[src/rtl/mult_operand_feeder.sv]
// Operand FIFO, start/count sequencer, result slot and watchdog sitting beside
// the 8x8 sequential multiplier control and datapath.
module mult_operand_feeder #(
    parameter int DEPTH   = 2,
    parameter int TIMEOUT = 15
) (
    input  logic        clk,
    input  logic        reset_a,
    input  logic        in_valid,
    output logic        in_ready,
    input  logic [7:0]  in_a,
    input  logic [7:0]  in_b,
    output logic [7:0]  dataa,
    output logic [7:0]  datab,
    output logic        start,
    output logic [1:0]  count,
    input  logic        done,
    input  logic [15:0] product,
    output logic        res_valid,
    input  logic        res_ready,
    output logic [15:0] res_data,
    output logic        busy,
    output logic        err
);
    localparam int PW = (DEPTH > 1) ? $clog2(DEPTH) : 1;
    localparam int CW = PW + 1;

    typedef enum logic [1:0] {IDLE, LAUNCH, RUN} state_t;

    state_t          state_q, state_d;
    logic [PW-1:0]   wr_ptr_q, rd_ptr_q;
    logic [CW-1:0]   cnt_q;
    logic [15:0]     mem_q [DEPTH];
    logic [7:0]      dataa_q, datab_q;
    logic [1:0]      count_q, count_d;
    logic [7:0]      wd_q, wd_d;
    logic            res_valid_q, res_valid_d;
    logic [15:0]     res_data_q, res_data_d;
    logic            err_q, err_d;
    logic            push, pop, res_read, capture;

    assign in_ready = (cnt_q != CW'(DEPTH));
    assign push     = in_valid & in_ready;
    assign res_read = res_valid_q & res_ready;

    // A new operation may only start once the result slot is free or being drained.
    always_comb begin
        state_d = state_q;
        count_d = 2'd0;
        wd_d    = wd_q;
        err_d   = err_q;
        pop     = 1'b0;
        capture = 1'b0;
        case (state_q)
            IDLE: begin
                if ((cnt_q != '0) && (!res_valid_q || res_ready)) begin
                    pop     = 1'b1;
                    state_d = LAUNCH;
                end
            end
            LAUNCH: begin
                state_d = RUN;
                wd_d    = 8'd0;
            end
            RUN: begin
                count_d = count_q + 2'd1;
                if (done) begin
                    capture = 1'b1;
                    state_d = IDLE;
                end else if (wd_q == 8'(TIMEOUT - 1)) begin
                    err_d   = 1'b1;
                    state_d = IDLE;
                end else begin
                    wd_d = wd_q + 8'd1;
                end
            end
            default: state_d = IDLE;
        endcase
    end

    always_comb begin
        res_valid_d = res_valid_q;
        res_data_d  = res_data_q;
        if (capture) begin
            res_valid_d = 1'b1;
            res_data_d  = product;
        end else if (res_read) begin
            res_valid_d = 1'b0;
        end
    end

    always_ff @(posedge clk) begin
        if (push) mem_q[wr_ptr_q] <= {in_a, in_b};
    end

    always_ff @(posedge clk or posedge reset_a) begin
        if (reset_a) begin
            state_q     <= IDLE;
            wr_ptr_q    <= '0;
            rd_ptr_q    <= '0;
            cnt_q       <= '0;
            dataa_q     <= 8'd0;
            datab_q     <= 8'd0;
            count_q     <= 2'd0;
            wd_q        <= 8'd0;
            res_valid_q <= 1'b0;
            res_data_q  <= 16'd0;
            err_q       <= 1'b0;
        end else begin
            state_q     <= state_d;
            count_q     <= count_d;
            wd_q        <= wd_d;
            res_valid_q <= res_valid_d;
            res_data_q  <= res_data_d;
            err_q       <= err_d;
            if (push) wr_ptr_q <= wr_ptr_q + PW'(1);
            if (pop) begin
                rd_ptr_q <= rd_ptr_q + PW'(1);
                dataa_q  <= mem_q[rd_ptr_q][15:8];
                datab_q  <= mem_q[rd_ptr_q][7:0];
            end
            case ({push, pop})
                2'b10:   cnt_q <= cnt_q + CW'(1);
                2'b01:   cnt_q <= cnt_q - CW'(1);
                default: cnt_q <= cnt_q;
            endcase
        end
    end

    assign dataa     = dataa_q;
    assign datab     = datab_q;
    assign start     = (state_q == LAUNCH);
    assign count     = count_q;
    assign busy      = (state_q != IDLE);
    assign res_valid = res_valid_q;
    assign res_data  = res_data_q;
    assign err       = err_q;
endmodule

[config.mk]
export PLATFORM = sky130hd
export DESIGN_NAME = mult_operand_feeder
export DESIGN_NICKNAME = d
export VERILOG_FILES = /design/src/rtl/mult_operand_feeder.sv
export SDC_FILE = /design/constraint.sdc
export NUM_CORES = 1
export LEC_CHECK = 0
export ABC_CLOCK_PERIOD_IN_PS = 2400
export CORE_ASPECT_RATIO = 1.2
export CORE_UTILIZATION = 40
export DETAILED_ROUTE_END_ITERATION = 16
export PLACE_DENSITY = 0.7
export REMOVE_ABC_BUFFERS = 1
export SYNTH_ARGS = -nofsm -noshare
export SYNTH_HDL_FRONTEND = slang
export SYNTH_SLANG_ARGS = --single-unit
[constraint.sdc]
create_clock -name clk -period 2.4 [get_ports clk]
set_input_delay 0.6 -clock clk [delete_from_list [all_inputs] [get_ports clk]]
set_output_delay 0.6 -clock clk [all_outputs]
set_load 0.05 [all_outputs]
==> results.txt, run 1 <==
Top cell family by delay on the critical path: buffers and inverters
Cell chain of the critical path: clkdlybuf4s50_1
Num CTS Buffers: 9
Clock slew at reported path FFs: 0.08 ns
H-tree levels: 3
Worst hold path type: flip-flop to flip-flop
Crit path time final: 2.162 ns
Flops & latches, synth: 82
Worst Path Required: 1.80 ns
Die area: 8748 sq um
Met2 WL post-DR: 3310 microns
Synth top area share: 0.3734
Fmax: 462.5 MHz
PD cells: 1445 nW/um^2
CP peak stage delay: 0.83 ns
Highest Signal Layer: met4
Final setup margin: 0.2378 ns
Area growth syn-to-layout: 33.83%
Total gr overflow: 0
Largest net degree at the start of global routing: 24
Worst hold stages: 1
Vias: 2080
DR DRC count: 0
Flop-to-flop setup slack: 0.58 ns
RePlAce Congestion: 0.7753
Bufs and invs on worst path: 1
Syn Inst Count: 218
Met1 WL: 2651 microns
Slew headroom: 0.6465
Maximum vdd drop: 0.0006958 V
I/O pins: 76
Synthesized-area fraction occupied by adder cells: 0.02614
Post-Route WL: 6312 microns
Proportion of synthesized chip area in sequential cells: 0.6602
Worst Tran Pin Value: 0.5285 ns
Critical path arrival: 1.56 ns
Synth Area in Compound Gates: 0.05377
Mapped Area: 3351 sq um
Netlist cell types: 34
Share of post-route cells with drive strength above 1: 0.2635
Die Y: 102.3 microns
Main area contributors after synthesis: dfrtp_1 37%, edfxtp_1 29%, mux2_2 16%, ha_1 2.6%, nand2_1 1.7%
Via count of the first global-routing pass: 2120
Final Core Density: 0.5531
Max cap viols: 0
Leak: 1.817 nW
Xor and xnor fraction of the mapped netlist area: 0.01568
First-pass GRT wire length: 10110 microns
Slowest CP cell: clkdlybuf4s50_1
Global Route Usage Sum: 0.1516
Startpoint types: flip-flop
Most common cell after layout, fill and taps aside: clkdlybuf4s50_1
First DRT Iteration DRCs: 87
Detail Route Antenna Nets: 0
Final period util: 0.9009
Worst skew pair latency: 0.34 ns
DP Worst Slack: 0.3081 ns
Endpoint class of the critical path: output pin
R2R depth: 6
Crit Path Max Fanout: 3
Starting Density: 0.4133
Mapped Avg Cell Area: 15.37 sq um
Die width: 85.55 microns
TritonRoute pass-1 iters: 4
Core area: 8108 sq um
Cell chosen for the clock root: clkbuf_8
# clock sinks: 82
Clk buf depth: 2
Worst Hold Launch: err$_DFFE_PP0P_
Worst R2R End: state_q[1]$_DFFE_PP0P_
Hold-fix buffers, CTS: 0
WL/cell: 15.40 microns
Yosys warnings: 0
Hold EP: err$_DFFE_PP0P_
Final #Nets: 354
Hpwl dp: 4432 microns
Final hold violations: 0
Met3 wire length: 280 microns
Mux contribution to synthesized area: 0.1703
CTS tree: yes
Final setup violation count: 0
Ant diodes: 0
Final TNS setup: 0 ns
Type of the worst setup path: flip-flop to output pin
Final Slew Violations: 0
Row cnt: 36
Status: finished clean
Vias/cell: 5.073
Commonest non-fill, non-tap cells in the layout: 72 x clkdlybuf4s50_1, 50 x dfrtp_1, 48 x mux2_2, 32 x edfxtp_1, 15 x nand2_1
Worst Skew: 0.006385 ns
Synth Area in Simple Gates: 0.05527
IO Port Bufs: 75
Worst reg2reg path startpoint: wd_q[0]$_DFFE_PP0P_
Dominant cell type by area after synthesis: dfrtp_1
Total chip power: 6.481 mW
Initial antenna violation count: 0
Largest family of logic cells by synthesized area: multiplexers
RSZ-0062 raised after global routing: false
[cells in the mapped netlist]
master     count
a21o_1         2
a21oi_1        4
a311o_1        1
a31o_2         1
and3_1         3
and3b_1        1
buf_2          2
buf_4          1
clkbuf_1       2
dfrtp_1       50
edfxtp_1      32
ha_1           7
inv_1         10
mux2_2        48
mux2_4         2
nand2_1       15
nand2b_1       2
nand3_1        3
nand4_1        2
nand4b_1       2
nor2_1         5
nor2b_1        1
nor4_1         2
o21ai_0        5
o21bai_1       1
o22a_2         1
o2bb2ai_1      2
o2bb2ai_4      1
o311ai_0       1
o41a_4         1
o41ai_1        1
or3_1          1
xnor2_1        5
xor2_1         1
[power by group]
group / leakage, nW / internal, mW / switching, mW / total, mW
Sequential: 0.913 / 1.97 / 0.242 / 2.21
Clock: 0.104 / 0.492 / 0.511 / 1.00
Combinational: 0.800 / 1.33 / 1.94 / 3.27
Total: 1.82 / 3.79 / 2.69 / 6.48
[through the flow]
stage / std cells / area [sq um] / hold WS, ns
floorplan: 213 / 3326 / 0.4604
global placement: 394 / 4285 / 0.4536
detailed placement: 394 / 4285 / 0.4557
CTS: 410 / 4484 / 0.4907
global route: 410 / 4484 / 0.5036
finish: 410 / 4484 / 0.4889
[metal layers]
metal / global-route usage / up-vias
li1: - / 976
met1: 0.1851 / 1049
met2: 0.2615 / 48
met3: 0.04200 / 7
met4: 0.05000 / 0
met5: 0 / -
[cell families (layout without fill, tap and decap cells)]
kind of cell,count (synthesis),in the layout
simple gates,37,37
flops,82,82
xor+xnor,6,6
mux,50,50
buf+inv,15,112
compound gates,21,21
fa+ha+maj,7,7
[cell type report]
type	count	area (sq um)
flip-flops and latches	82	2212
repair buffers	86	839.6
fillers	692	3623
multi-input cells	121	1076
inverters	10	37.54
clock inverters	7	76.32
clock buffers	9	123.9
well taps	95	118.9
[what timing repair did]
item                       in CTS  in global routing
setup endpoints to repair       1                  0
setup buffers                   0                  0
resized for setup               1                  0
[worst max path at each step]
stage,startpoint,endpoint,slack (ns),cells after the start
finish,count[0]$_DFF_PP0_,count[0],0.24,1
global placement,res_ready,datab[3]$_DFFE_PP0P_,0.32,5
CTS,count[0]$_DFF_PP0_,count[0],0.21,1
detailed placement,res_ready,cnt_q[1]$_DFFE_PP0P_,0.31,7
floorplan,cnt_q[0]$_DFFE_PP0P_,mem_q[0][0]$_DFFE_PP_,0.23,3
global route,count[0]$_DFF_PP0_,count[0],0.19,1
[worst reg2reg max path, delay by kind of cell (launching register included)]
family	cells	cell delay, ns
and+or+nand+nor	1	0.15
muxes	1	0.30
buffers and inverters	1	0.09
adders and majority gates	1	0.15
DFF	1	0.43
AOI/OAI and AO/OA	2	0.59
[sequential cells by signal, indices dropped and copies added (netlist names)]
name,flops
cnt_q,2
rd_ptr_q,1
res_valid,1
datab,8
dataa,8
mem_q,32
res_data,16
count,2
state_q,2
wr_ptr_q,1
err,1
wd_q,8
No activity file was read; power rests on OpenSTA's default activity.
==> run 2, diff against run 1 <==
--- a/config.mk
+++ b/config.mk
@@ -8,9 +8,11 @@
 export ABC_CLOCK_PERIOD_IN_PS = 2400
 export CORE_ASPECT_RATIO = 1.2
 export CORE_UTILIZATION = 40
+export CTS_BUF_LIST = sky130_fd_sc_hd__clkbuf_4 sky130_fd_sc_hd__clkbuf_8 sky130_fd_sc_hd__clkbuf_16
 export DETAILED_ROUTE_END_ITERATION = 16
 export PLACE_DENSITY = 0.7
 export REMOVE_ABC_BUFFERS = 1
+export SKIP_CTS_REPAIR_TIMING = 1
 export SYNTH_ARGS = -nofsm -noshare
 export SYNTH_HDL_FRONTEND = slang
 export SYNTH_SLANG_ARGS = --single-unit
==> run 2 against run 1 <==
Net effect: worst hold slack unchanged; sequential share of layout area hardly changed; cell count stayed put; wire length unchanged; die area did not move; global-route usage unchanged; sequential power hardly changed; flip-flop and latch count is the same; largest cell class unchanged.
==> results.txt, run 2 (same netlist as run 1, synthesis figures left out) <==
Worst Skew: 0.006407 ns (was 0.006385 ns)
Placed cell area: 4285 sq um (unchanged)
IO Port Bufs: 75 (unchanged)
Switching pwr: 2.689 mW (about the same)
Share of post-route cells with drive strength above 1: 0.2635 (unchanged)
Net Sw Frac: 0.4145 (was 0.4149)
Clock slew at reported path FFs: 0.08 ns (about the same)
Worst reg2reg path startpoint: wd_q[0]$_DFFE_PP0P_ (unchanged)
Total chip power: 6.486 mW (was 6.481 mW)
Clk buf depth: 2 (unchanged)
Final setup violation count: 0 (unchanged)
Final Core Density: 0.5535 (was 0.5531)
Vias: 2080 (unchanged)
Initial antenna violation count: 0 (unchanged)
PD cells: 1445 nW/um^2 (about the same)
Endpoint class of the critical path: output pin (unchanged)
Largest net degree at the start of global routing: 24 (unchanged)
Most common cell after layout, fill and taps aside: clkdlybuf4s50_1 (unchanged)
Status: finished clean (unchanged)
Int Pwr: 3.798 mW (was 3.792 mW)
Top cell family by delay on the critical path: buffers and inverters (unchanged)
Global Route Usage Sum: 0.1516 (unchanged)
First DRT Iteration DRCs: 91 (was 87)
Combinational cell fraction of total power: 0.505 (was 0.504)
Via count of the first global-routing pass: 2120 (unchanged)
Fmax: 462.5 MHz (unchanged)
Final setup margin: 0.2378 ns (unchanged)
Vias/cell: 5.073 (unchanged)
Num CTS Buffers: 9 (unchanged)
Flop pwr share: 0.341 (about the same)
Max cap viols: 0 (unchanged)
RePlAce Congestion: 0.7753 (unchanged)
Crit path launch: count[0]$_DFF_PP0_ (unchanged)
Crit path time final: 2.162 ns (unchanged)
Final Slew Violations: 0 (unchanged)
Slew headroom: 0.6465 (unchanged)
Leak: 1.821 nW (was 1.817 nW)
DP Cell Count: 394 (unchanged)
Startpoint types: flip-flop (unchanged)
TritonRoute pass-1 iters: 4 (unchanged)
Maximum vdd drop: 0.0006958 V (about the same)
Worst skew pair latency: 0.34 ns (about the same)
Post-Route WL: 6312 microns (unchanged)
WL/cell: 15.40 microns (unchanged)
Slowest CP cell: clkdlybuf4s50_1 (unchanged)
Final period util: 0.9009 (unchanged)
Final #Nets: 354 (unchanged)
Final hold violations: 0 (unchanged)
Detail Route Antenna Nets: 0 (unchanged)
Area growth syn-to-layout: 33.94% (was 33.83%)
Cell chosen for the clock root: clkbuf_8 (unchanged)
Core area: 8108 sq um (unchanged)
Worst Tran Pin Value: 0.5285 ns (unchanged)
DR DRC count: 0 (unchanged)
Final TNS setup: 0 ns (unchanged)
# clock sinks: 82 (unchanged)
Crit Path Max Fanout: 3 (unchanged)
Min Hold Slack: 0.4889 ns (unchanged)
Ant diodes: 0 (unchanged)
Critical path arrival: 1.56 ns (about the same)
Worst Hold Launch: err$_DFFE_PP0P_ (unchanged)
H-tree levels: 3 (unchanged)
CP peak stage delay: 0.83 ns (about the same)
Max FFs per register: 32 (unchanged)
Row cnt: 36 (unchanged)
Largest Register: mem_q (unchanged)
Bufs and invs on worst path: 1 (unchanged)
Clk pwr share: 0.155 (about the same)
Final instance area: 4488 sq um (was 4484 sq um)
Type of the worst setup path: flip-flop to output pin (unchanged)
Die Y: 102.3 microns (unchanged)
I/O pins: 76 (unchanged)
Worst Path Required: 1.80 ns (about the same)
DP Worst Slack: 0.3081 ns (unchanged)
Layout Cells excl Fill: 410 (unchanged)
First-pass GRT wire length: 10110 microns (unchanged)
Hpwl dp: 4432 microns (unchanged)
Die width: 85.55 microns (unchanged)
RSZ-0062 raised after global routing: false (unchanged)
Worst hold path type: flip-flop to flip-flop (unchanged)
Commonest non-fill, non-tap cells in the layout: 72 x clkdlybuf4s50_1, 50 x dfrtp_1, 48 x mux2_2, 32 x edfxtp_1, 15 x nand2_1 (unchanged)
Total gr overflow: 0 (unchanged)
CTS tree: yes (unchanged)
Die area: 8748 sq um (unchanged)
Cell chain of the critical path: clkdlybuf4s50_1 (unchanged)
Starting Density: 0.4133 (unchanged)
## run 2: layer usage
layer	global-route usage	wire length, microns	vias to the layer above
met2	0.2615	3312	48
met4	0.05000	68	0
met5	0	0	-
li1	-	-	976
met1	0.1851	2662	1049
met3	0.04200	268	7
## run 2: worst paths after layout
check	cells past startpoint	slack, ns	end
min reg2reg	1	0.49	err$_DFFE_PP0P_
max in group asynchronous	3	1.34	count[0]$_DFF_PP0_
max	1	0.24	count[0]
min in group asynchronous	2	0.56	res_data[4]$_DFFE_PP0P_
max reg2reg	6	0.58	state_q[1]$_DFFE_PP0P_
min	1	0.49	err$_DFFE_PP0P_
## run 2: final cells by class
class	instances	area, sq um
Fill cell	690	3620
Sequential cell	82	2212
Multi-Input combinational cell	121	1076
Timing Repair Buffer	86	843.3
Clock buffer	9	123.9
Tap cell	95	118.9
Clock inverter	7	76.32
Inverter	10	37.54
## run 2: power by group through the flow
stage / clock [mW] / combinational (mW) / sequential, mW
6_report: 1.00 / 3.27 / 2.21
5_1_grt: 1.09 / 3.46 / 2.27
4_1_cts: 1.04 / 3.31 / 2.22
3_5_place_dp: 0 / 3.30 / 2.24
3_3_place_gp: 0 / 3.27 / 2.22
2_1_floorplan: 0 / 1.18 / 3.27
==> run 3, diff against run 2 <==
--- a/config.mk
+++ b/config.mk
@@ -7,10 +7,10 @@
 export LEC_CHECK = 0
 export ABC_CLOCK_PERIOD_IN_PS = 2400
 export CORE_ASPECT_RATIO = 1.2
-export CORE_UTILIZATION = 40
+export CORE_UTILIZATION = 50
 export CTS_BUF_LIST = sky130_fd_sc_hd__clkbuf_4 sky130_fd_sc_hd__clkbuf_8 sky130_fd_sc_hd__clkbuf_16
 export DETAILED_ROUTE_END_ITERATION = 16
-export PLACE_DENSITY = 0.7
+export PLACE_DENSITY = 0.84
 export REMOVE_ABC_BUFFERS = 1
 export SKIP_CTS_REPAIR_TIMING = 1
 export SYNTH_ARGS = -nofsm -noshare
==> run 3 against run 2 <==
Net effect: maximum frequency rose by 0.26%; flip-flop and latch count unchanged; global-route usage grew 4.3 points; total power up 2.2%; count of clock-buffer cells in the layout unchanged; sequential power about the same.
==> results.txt, run 3 (same netlist as run 1, synthesis figures left out) <==
Status: finished clean (unchanged)
Met2 WL post-DR: 3228 microns (was 3312 microns)
Hpwl dp: 4225 microns (was 4432 microns)
Max FFs per register: 32 (unchanged)
Crit path time final: 2.157 ns (was 2.162 ns)
Fmax: 463.7 MHz (was 462.5 MHz)
Met3 wire length: 292 microns (was 268 microns)
Commonest non-fill, non-tap cells in the layout: 72 x clkdlybuf4s50_1, 50 x dfrtp_1, 48 x mux2_2, 32 x edfxtp_1, 15 x nand2_1 (unchanged)
Bufs and invs on worst path: 1 (unchanged)
DR DRC count: 0 (unchanged)
Largest Register: mem_q (unchanged)
Post-Route WL: 6244 microns (was 6312 microns)
Global Route Usage Sum: 0.1948 (was 0.1516)
Top cell family by delay on the critical path: buffers and inverters (unchanged)
Cell chain of the critical path: clkdlybuf4s50_1 (unchanged)
RSZ-0062 raised after global routing: false (unchanged)
Starting Density: 0.5198 (was 0.4133)
PD cells: 1482 nW/um^2 (was 1445 nW/um^2)
Startpoint types: flip-flop (unchanged)
Critical path arrival: 1.56 ns (about the same)
Min Hold Slack: 0.4742 ns (was 0.4889 ns)
Final hold violations: 0 (unchanged)
Largest net degree at the start of global routing: 31 (was 24)
Vias/cell: 5.244 (was 5.073)
Layout Cells excl Fill: 394 (was 410)
Met1 WL: 2626 microns (was 2662 microns)
Share of post-route cells with drive strength above 1: 0.2524 (was 0.2635)
First DRT Iteration DRCs: 74 (was 91)
Num CTS Buffers: 9 (unchanged)
Final Slew Violations: 0 (unchanged)
Worst Path Required: 1.80 ns (about the same)
Detail Route Antenna Nets: 0 (unchanged)
Ant diodes: 0 (unchanged)
Worst skew pair latency: 0.34 ns (about the same)
Final period util: 0.8986 (was 0.9009)
Most common cell after layout, fill and taps aside: clkdlybuf4s50_1 (unchanged)
Total gr overflow: 0 (unchanged)
Max cap viols: 0 (unchanged)
Final TNS setup: 0 ns (unchanged)
Fillers: 455 (was 690)
Initial antenna violation count: 0 (unchanged)
Type of the worst setup path: flip-flop to output pin (unchanged)
Die area: 7034 sq um (was 8748 sq um)
CTS tree: yes (unchanged)
H-tree levels: 3 (unchanged)
Worst Tran Pin Value: 0.5377 ns (was 0.5285 ns)
Crit Path Max Fanout: 3 (unchanged)
Vias: 2066 (was 2080)
Via count of the first global-routing pass: 2162 (was 2120)
IO Port Bufs: 75 (unchanged)
Clock slew at reported path FFs: 0.08 ns (about the same)
DP Cell Count: 379 (was 394)
First-pass GRT wire length: 10390 microns (was 10110 microns)
Die Y: 91.68 microns (was 102.3 microns)
Endpoint class of the critical path: output pin (unchanged)
Slew headroom: 0.6415 (was 0.6465)
Clk buf depth: 2 (unchanged)
Leak: 1.813 nW (was 1.821 nW)
Worst hold path type: flip-flop to flip-flop (unchanged)
Core area: 6446 sq um (was 8108 sq um)
Maximum vdd drop: 0.0008161 V (was 0.0006958 V)
Cell chosen for the clock root: clkbuf_8 (unchanged)
Final #Nets: 349 (was 354)
Slowest CP cell: clkdlybuf4s50_1 (unchanged)
I/O pins: 76 (unchanged)
Row cnt: 32 (was 36)
TritonRoute pass-1 iters: 4 (unchanged)
Highest Signal Layer: met4 (unchanged)
Final setup violation count: 0 (unchanged)
Worst Skew: 0.009253 ns (was 0.006407 ns)
WL/cell: 15.85 microns (was 15.40 microns)
CP peak stage delay: 0.83 ns (about the same)
Area growth syn-to-layout: 33.53% (was 33.94%)
# clock sinks: 82 (unchanged)
Die width: 76.73 microns (was 85.55 microns)
RePlAce Congestion: 0.8734 (was 0.7753)
-- run 3: cell type report --
type | count | area (sq um) | area share
timing repair buffer | 81 | 805.8 | 0.1801
inverter | 10 | 37.54 | 0.008389
clock inverter | 6 | 112.6 | 0.02517
clock buffer | 9 | 123.9 | 0.02768
tap | 85 | 106.4 | 0.02377
sequential | 82 | 2212 | 0.4944
multi-input combinational | 121 | 1076 | 0.2405
-- run 3: through the flow --
| stage | instance area [sq um] | total power [mW] | utilization | setup slack [ns] |
|---|---|---|---|---|
| 2_1_floorplan | 3326 | 4.447 | - | 0.2307 |
| 3_5_place_dp | 4235 | 5.491 | 0.6570 | 0.2679 |
| 4_1_cts | 4472 | 6.698 | 0.6937 | 0.03392 |
| 5_1_grt | 4474 | 6.941 | 0.6941 | 0.1838 |
| 6_report | 4474 | 6.630 | 0.6941 | 0.2434 |
| 3_3_place_gp | 4235 | 5.404 | 0.6570 | 0.3141 |
-- run 3: final timing paths --
kind	start	to	slack (ns)	cells after the start
setup / recovery	count[0]$_DFF_PP0_	count[0]	0.24	1
setup reg to reg	state_q[0]$_DFFE_PP0P_	res_data[14]$_DFFE_PP0P_	0.52	5
hold / removal	count[0]$_DFF_PP0_	count[0]$_DFF_PP0_	0.47	1
max in group asynchronous	reset_a	wd_q[6]$_DFFE_PP0P_	1.27	3
min in group asynchronous	reset_a	dataa[3]$_DFFE_PP0P_	0.59	2
hold reg to reg	count[0]$_DFF_PP0_	count[0]$_DFF_PP0_	0.47	1
-- run 3: where the power goes --
part / switching (mW) / internal, mW / total [mW]
Combinational: 1.91 / 1.30 / 3.21
Sequential: 0.266 / 1.97 / 2.24
Clock: 0.496 / 0.691 / 1.19
Total: 2.67 / 3.96 / 6.63
-- run 3: metal layers --
layer | vias to the layer above | GRT usage
met2 | 66 | 0.3318
met3 | 8 | 0.03682
li1 | 964 | -
met5 | - | 0
met4 | 0 | 0.09135
met1 | 1028 | 0.2383
